==> config.mk <==
export PLATFORM = sky130hd
export DESIGN_NAME = dca_row_merge_queue
export DESIGN_NICKNAME = d
export VERILOG_FILES = /design/src/rtl/dca_row_merge_queue.sv
export SDC_FILE = /design/constraint.sdc
export NUM_CORES = 2
export LEC_CHECK = 0
export ABC_AREA = 1
export CORE_MARGIN = 4
export CORE_UTILIZATION = 39
export CTS_BUF_LIST = sky130_fd_sc_hd__clkbuf_8
export DETAILED_ROUTE_END_ITERATION = 7
export DONT_BUFFER_PORTS = 1
export PLACE_DENSITY = 0.57
export SETUP_SLACK_MARGIN = 0.2
export SKIP_CTS_REPAIR_TIMING = 1
export SYNTH_ARGS = -nofsm -noshare
export SYNTH_HDL_FRONTEND = slang
export SYNTH_SLANG_ARGS = --single-unit
==> constraint.sdc <==
create_clock -name clk -period 52 [get_ports clk]
set_input_delay 10.4 -clock clk [delete_from_list [all_inputs] [get_ports clk]]
set_output_delay 10.4 -clock clk [all_outputs]
set_load 0.02 [all_outputs]
==> src/rtl/dca_row_merge_queue.sv <==
// Merges masked beats into a row accumulator and queues each closed row
// (row, byte strobe, info) in a small FIFO with registered head storage.
module dca_row_merge_queue #(
   parameter int BW_ROW     = 256,
   parameter int BW_INFO    = 16,
   parameter int DEPTH      = 4,
   parameter int DROP_EMPTY = 1
) (
   input  logic                         clk,
   input  logic                         rst,
   input  logic                         clear,
   input  logic                         enable,
   input  logic                         in_valid,
   output logic                         in_ready,
   input  logic [BW_ROW-1:0]            in_row,
   input  logic [BW_ROW-1:0]            in_bitmask,
   input  logic                         in_last,
   input  logic                         in_drop,
   input  logic [BW_INFO-1:0]           in_info,
   output logic                         out_valid,
   input  logic                         out_ready,
   output logic [BW_ROW-1:0]            out_row,
   output logic [BW_ROW/8-1:0]          out_wstrb,
   output logic [BW_INFO-1:0]           out_info,
   output logic [$clog2(DEPTH+1)-1:0]   count,
   output logic                         pending
);
   localparam int NB = BW_ROW/8;
   localparam int PW = $clog2(DEPTH);
   localparam int CW = $clog2(DEPTH+1);

   logic [BW_ROW-1:0]  acc_row_q, acc_row_d;
   logic [NB-1:0]      acc_wstrb_q, acc_wstrb_d;
   logic               pending_q, pending_d;
   logic [PW-1:0]      head_q, head_d, tail_q, tail_d;
   logic [CW-1:0]      count_q, count_d;
   logic [BW_ROW-1:0]  mem_row_q   [DEPTH];
   logic [NB-1:0]      mem_wstrb_q [DEPTH];
   logic [BW_INFO-1:0] mem_info_q  [DEPTH];

   logic [NB-1:0]      beat_strb, merged_strb;
   logic [BW_ROW-1:0]  merged_row;
   logic               accept, pop, push;

   // Byte strobe follows the lowest mask bit of each byte.
   always_comb begin
      beat_strb = '0;
      for (int i = 0; i < NB; i++) beat_strb[i] = in_bitmask[8*i];
   end

   assign in_ready    = enable & (count_q != CW'(DEPTH));
   assign out_valid   = (count_q != '0);
   assign accept      = in_valid & in_ready;
   assign pop         = out_valid & out_ready;
   assign merged_row  = (~in_bitmask & acc_row_q) | (in_bitmask & in_row);
   assign merged_strb = acc_wstrb_q | beat_strb;
   assign push        = accept & in_last & ~in_drop &
                        ~((DROP_EMPTY != 0) && (merged_strb == '0));

   always_comb begin
      acc_row_d   = acc_row_q;
      acc_wstrb_d = acc_wstrb_q;
      pending_d   = pending_q;
      head_d      = head_q;
      tail_d      = tail_q;
      count_d     = count_q;
      if (clear) begin
         acc_row_d   = '0;
         acc_wstrb_d = '0;
         pending_d   = 1'b0;
         head_d      = '0;
         tail_d      = '0;
         count_d     = '0;
      end else begin
         // acc_row survives a row close; only the strobe restarts.
         if (accept) begin
            acc_row_d   = merged_row;
            acc_wstrb_d = in_last ? '0 : merged_strb;
            pending_d   = ~in_last;
         end
         if (push) tail_d = tail_q + PW'(1);
         if (pop)  head_d = head_q + PW'(1);
         count_d = count_q + CW'(push) - CW'(pop);
      end
   end

   always_ff @(posedge clk) begin
      if (rst) begin
         acc_row_q   <= '0;
         acc_wstrb_q <= '0;
         pending_q   <= 1'b0;
         head_q      <= '0;
         tail_q      <= '0;
         count_q     <= '0;
         for (int i = 0; i < DEPTH; i++) begin
            mem_row_q[i]   <= '0;
            mem_wstrb_q[i] <= '0;
            mem_info_q[i]  <= '0;
         end
      end else begin
         acc_row_q   <= acc_row_d;
         acc_wstrb_q <= acc_wstrb_d;
         pending_q   <= pending_d;
         head_q      <= head_d;
         tail_q      <= tail_d;
         count_q     <= count_d;
         if (push && !clear) begin
            mem_row_q[tail_q]   <= merged_row;
            mem_wstrb_q[tail_q] <= merged_strb;
            mem_info_q[tail_q]  <= in_info;
         end
      end
   end

   assign out_row   = mem_row_q[head_q];
   assign out_wstrb = mem_wstrb_q[head_q];
   assign out_info  = mem_info_q[head_q];
   assign count     = count_q;
   assign pending   = pending_q;
endmodule

# Yosys cells after proc, flatten, opt, wreduce, memory -nomap -nowiden
# Memories as Yosys holds them, arrays and structs flattened. A register that Yosys moved wholly into a read port is not among the register bits.
# Cells that the tools add are included.
# Widths: inputs -> output; s select.
# classes
add_sub_neg,4
n_eq_ne,1
muxes,21
n_bitwise,14
reduce_logical,8
# ops
operator,n
$and 256x256->256,2
$mux 256,1
$not 256->256,1
$or 256x256->256,1
$reduce_or 256->1,1
$mux 32,2
$logic_not 32->1,1
$or 32x32->32,1
$reduce_or 32->1,1
$mux 2,9
$mux 16,1
$reduce_or 16->1,1
$mux 1,8
$and 1x1->1,6
$add 2x1->2 const B,2
$add 3x1->3,1
$ne 3x3->1 const B,1
$not 1->1,3
$reduce_bool 3->1,1
$sub 3x1->3,1
$reduce_or 2->1,1
$logic_and 1x1->1,1
$logic_not 1->1,1
# word_totals
reg_bits,296
ram_bits,1216
output_inout_bits,310
word_cells,57
mem_count,3
# memory_table
memory,words,width,rd,rd_ports_with_merged_regs,wr,line,rtl
mem_row_q,4,256,1,1,4,37,logic [BW_ROW-1:0] mem_row_q [DEPTH];
mem_wstrb_q,4,32,1,1,4,38,logic [NB-1:0] mem_wstrb_q [DEPTH];
mem_info_q,4,16,1,1,4,39,logic [BW_INFO-1:0] mem_info_q [DEPTH];

# Depth between registers and ports, before layout
# logic_depth
ltp_word,12
depth_mapped,15
mapped_depth_nobuf,15

# Worst setup path after synthesis
# Ideal clock, no wire load.
# synth_path
kind,in2reg
from,input port in_valid
to,"memory mem_info_q[0][0], enable pin"
arrival_ns,32.357
slack_ns,18.253
stages,5
path_cell_list,nand3_2 > nor3_4 > nand4_2 > buf_4 > o21ai_0
# synth_lines
item,line,rtl
from (decl),13,"input logic in_valid,"
to (decl),39,

# Final worst setup path
# layout_path
from,input port enable
to,output port in_ready
# layout_between
elab_chain_cells,1
# layout_rtl
item,line,rtl
from (decl),12,"input logic enable,"
$and 1x1->1,51,assign in_ready = enable & (count_q != CW'(DEPTH));
to (decl),14,"output logic in_ready,"
# No other way between the ends.

==> results.rst <==
.. list-table::
   :header-rows: 1

   * - Metric
     - Value
   * - Worst setup path class
     - in2out
   * - Largest stage delay on the critical path
     - roughly 230 ps
   * - Launch instance of the worst min-delay path
     - acc_row_q[2]
   * - DR WL/cell
     - about 24 um
   * - First-pass GRT wire length
     - around 300000 um
   * - Syn avg cell area
     - about 11 um2
   * - Clock tree from TritonCTS
     - built
   * - Overall fraction of global-route tracks in use
     - between 20% and 30%
   * - Core outline area
     - around 160000 um2
   * - Die Width
     - around 410 um
   * - Total standard cell area after synthesis
     - around 65000 um2
   * - Slew at the pin with the worst max-slew slack
     - 1284 ps
   * - Num ports
     - about 850
   * - Master of the slowest instance on the critical path
     - and2_1
   * - Number of hold violations in the final report
     - 0
   * - Power per unit of standard cell area
     - between 30 and 40 nW/um2
   * - Leading area contributor after synthesis
     - edfxtp_1
   * - Sequential share of the synthesized area
     - roughly two thirds
   * - Fin nets
     - between 6000 and 7000
   * - Finish-stage setup viols
     - 0
   * - Run status
     - finished, final reports clean
   * - Worst-case reg-to-reg path depth
     - 12
   * - Worst voltage drop across the vdd grid
     - 0.00002431 V
   * - Synthesized net count
     - 6661
   * - Upper clock frequency limit
     - approximately 0.048 GHz
   * - Setup repair after global routing missed its margin
     - false
   * - Worst Setup Slack post-DPL
     - a little over 30000 ps
   * - Most common cell in the netlist
     - nor2_1
   * - CTS root buffer
     - clkbuf_8
   * - Number of enable flip-flop cells after synthesis
     - between 1000 and 1500
   * - Hold Path End
     - acc_row_q[2]
   * - Crit-path cells
     - and2_1
   * - Min Clock Period, post-route
     - 21030 ps
   * - Total of flip-flops plus latches after synthesis
     - ~1500
   * - Area Growth Syn to Fin
     - 9.845%
   * - Layout cell share with drive strength beyond 1
     - under 10%
   * - Clk buf depth
     - 4
   * - Top post-synthesis cells by count
     - 1292 x nor2_1, 1216 x edfxtp_1, 816 x o21ai_0, 576 x nor3_1, 340 x clkbuf_1
   * - Async set-reset flop share out of synthesis
     - 0%
   * - Max FO, Critical Path
     - 2
   * - Overall routed net length
     - 203400 um
   * - Combined buffer and inverter count along the critical path
     - 0
   * - Startpoint type of the worst setup path
     - input pin
   * - Flop-to-flop setup slack
     - approximately 45000 ps
   * - Data arrival time of the critical path
     - 10630 ps
   * - Fraction of synthesized cell area taken by the top area cell type
     - between 50% and 60%
   * - Max capacitance violation total
     - 0
   * - Final setup slack of the worst path
     - 30970 ps
   * - Critical Path End Type
     - primary output
   * - Die span in y
     - around 410 um
   * - Remaining antenna violation count after routing
     - 0
   * - Final period util
     - between 40% and 50%
   * - Pin count of the biggest net entering global routing
     - 210
   * - Leakage power
     - 26.37 nW
   * - Area of the die
     - roughly 170000 um2
   * - Num CTS Buffers
     - between 200 and 300
   * - Via count of the routed design
     - 46980
   * - R2R Path End
     - mem_wstrb_q[1][26]
   * - Gate count after technology mapping
     - 6122
   * - Starting utilization of the core area
     - roughly two fifths
   * - Total grt overflow
     - 0
   * - Detailed-routing iteration count for the pre-antenna-repair pass
     - 6
   * - Required @ worst endpoint
     - roughly 42000 ps
   * - Reg2reg start
     - count[1]
   * - Via-per-instance ratio
     - 5.600
   * - Number of antenna violations at the first check in global routing
     - 17
   * - Headroom to the max-slew limit
     - 14.41%
   * - Clock Skews
     - approximately 80 ps
   * - First-iteration detailed-routing DRC count
     - 3915
   * - Final Max Tran Viols
     - 0
   * - Total number of placement rows
     - between 100 and 150
   * - Yosys warns
     - 0
   * - Placed wire-length estimate
     - ~110000 um
   * - TritonCTS sink count
     - roughly 1500
   * - Total Negative Setup Slacks
     - 0 ps
   * - Clock network latency to the later pin of the worst-skew pair
     - slightly above 1000 ps
   * - Number of unique standard cell types used by synthesis
     - 30
   * - H-tree lvl count
     - 5
   * - Final estimated routing congestion in global placement
     - between 0.7 and 0.8
   * - Number of input and output port buffers inserted
     - 0
   * - Kind of cell adding the most delay to the critical path
     - simple AND/OR/NAND/NOR gates
   * - Top post-synthesis cells by area
     - edfxtp_1 57%, dfxtp_1 9.2%, nor2_1 7.5%, o21ai_0 6.3%, nor3_1 4.5%
   * - Synth Flop Type
     - edfxtp_1
   * - Count of unresolved DRC violations after routing
     - 0
   * - Number of global-route vias before repair
     - 44790
   * - Critical Path Stages
     - 1
   * - Clock-pin slew reported for the worst setup and hold paths after clock tree synthesis
     - about 50 ps
   * - Hold Crit Depth
     - 1
   * - Type of the most critical hold path
     - reg2reg
==> cells by family (layout without fill, tap and decap cells) <==
family | count (synthesis) | in the layout | share of synthesized area (%)
buffers and inverters | 730 | 794 | 4.849
muxes | 53 | 53 | 0.8223
xor gates and xnor gates | 1 | 1 | 0.01358
and+or+nand+nor | 2151 | 2151 | 13.74
adders and majority gates | 3 | 3 | 0.06981
other | 0 | 14 | 0
AOI/OAI and AO/OA | 1670 | 1670 | 14.66
DFF | 1514 | 1514 | 65.85
==> cell type report <==
class                           instances  area [um2]
Tap cell                             2189        2739
Inverter                              237       934.6
Clock buffer                          315        4335
Antenna cell                           14       35.03
Multi-Input combinational cell       3878       18980
Clock inverter                        174       779.5
Timing Repair Buffer                   68       573.1
Sequential cell                      1514       42490
Fill cell                           15710       93750
==> layout by cell type, fill, tap and decap left out, types with 2 or more instances in the layout <==
cell        synthesis  layout
nor2_1           1292    1291
edfxtp_1         1216    1216
o21ai_0           816     815
nor3_1            576     576
inv_1             233     354
clkbuf_8            0     315
o22ai_1           304     304
dfxtp_1           298     295
nand2_1           266     262
a21oi_1           262     262
o21a_1            256     256
buf_4              82      63
mux2i_1            53      53
a211oi_1           32      32
clkinv_1            0      27
diode_2             0      14
clkinv_2            0      11
inv_8               0       6
nor2_2              4       5
clkinvlp_4          0       5
buf_12              0       5
nand2_2             2       3
nand3_1             3       3
dfxtp_4             0       3
inv_6               0       3
bufinv_16           0       3
inv_2               4       2
nand3_4             0       2
nand2_4             0       2
ha_1                2       2
==> registers in the layout, summed over array words and instances (netlist names), named ones only <==
| signal | flops |
|---|---|
| acc_row_q | 256 |
| acc_wstrb_q | 32 |
| count | 3 |
| head_q | 2 |
| mem_info_q | 64 |
| mem_row_q | 1024 |
| mem_wstrb_q | 128 |
| pending | 1 |
| tail_q | 2 |
==> worst max-delay path by stage <==
stage | slack (ps) | start | end
3_5_place_dp | 30970 | enable | in_ready
6_report | 30970 | enable | in_ready
2_1_floorplan | 18250 | in_valid | mem_info_q[0][0]
4_1_cts | 30970 | enable | in_ready
5_1_grt | 30970 | enable | in_ready
3_3_place_gp | 30960 | enable | in_ready
==> where the power goes <==
group	internal, mW	switching, mW
logic	0.0261	0.119
clock network	0.566	0.497
registers	1.35	0.0116
==> metal layers <==
metal  part of all wire [%]  up-vias  global-route usage, %
li1                       -    21580                      -
met1                     40    23450                  28.51
met2                     49     1614                  37.79
met3                    6.6      334                  5.074
met4                    3.9        4                  9.584
met5                  0.013        -                      0
==> per-stage QoR <==
step                      total power [mW]  cell area (um2)  cells  hold slack, ps  util [%]
after floorplan                      1.497            64510   6122           435.5         -
after global placement               1.528            65720   7886           440.7     39.92
after detailed placement             1.531            65720   7886           447.7     39.92
after CTS                            2.597            70830   8375           460.2     43.03
after global routing                 2.667            70860   8386           469.6     43.04
final                                2.567            70870   8389           454.6     43.05
Note: power is estimated with default switching activity, not from simulation.
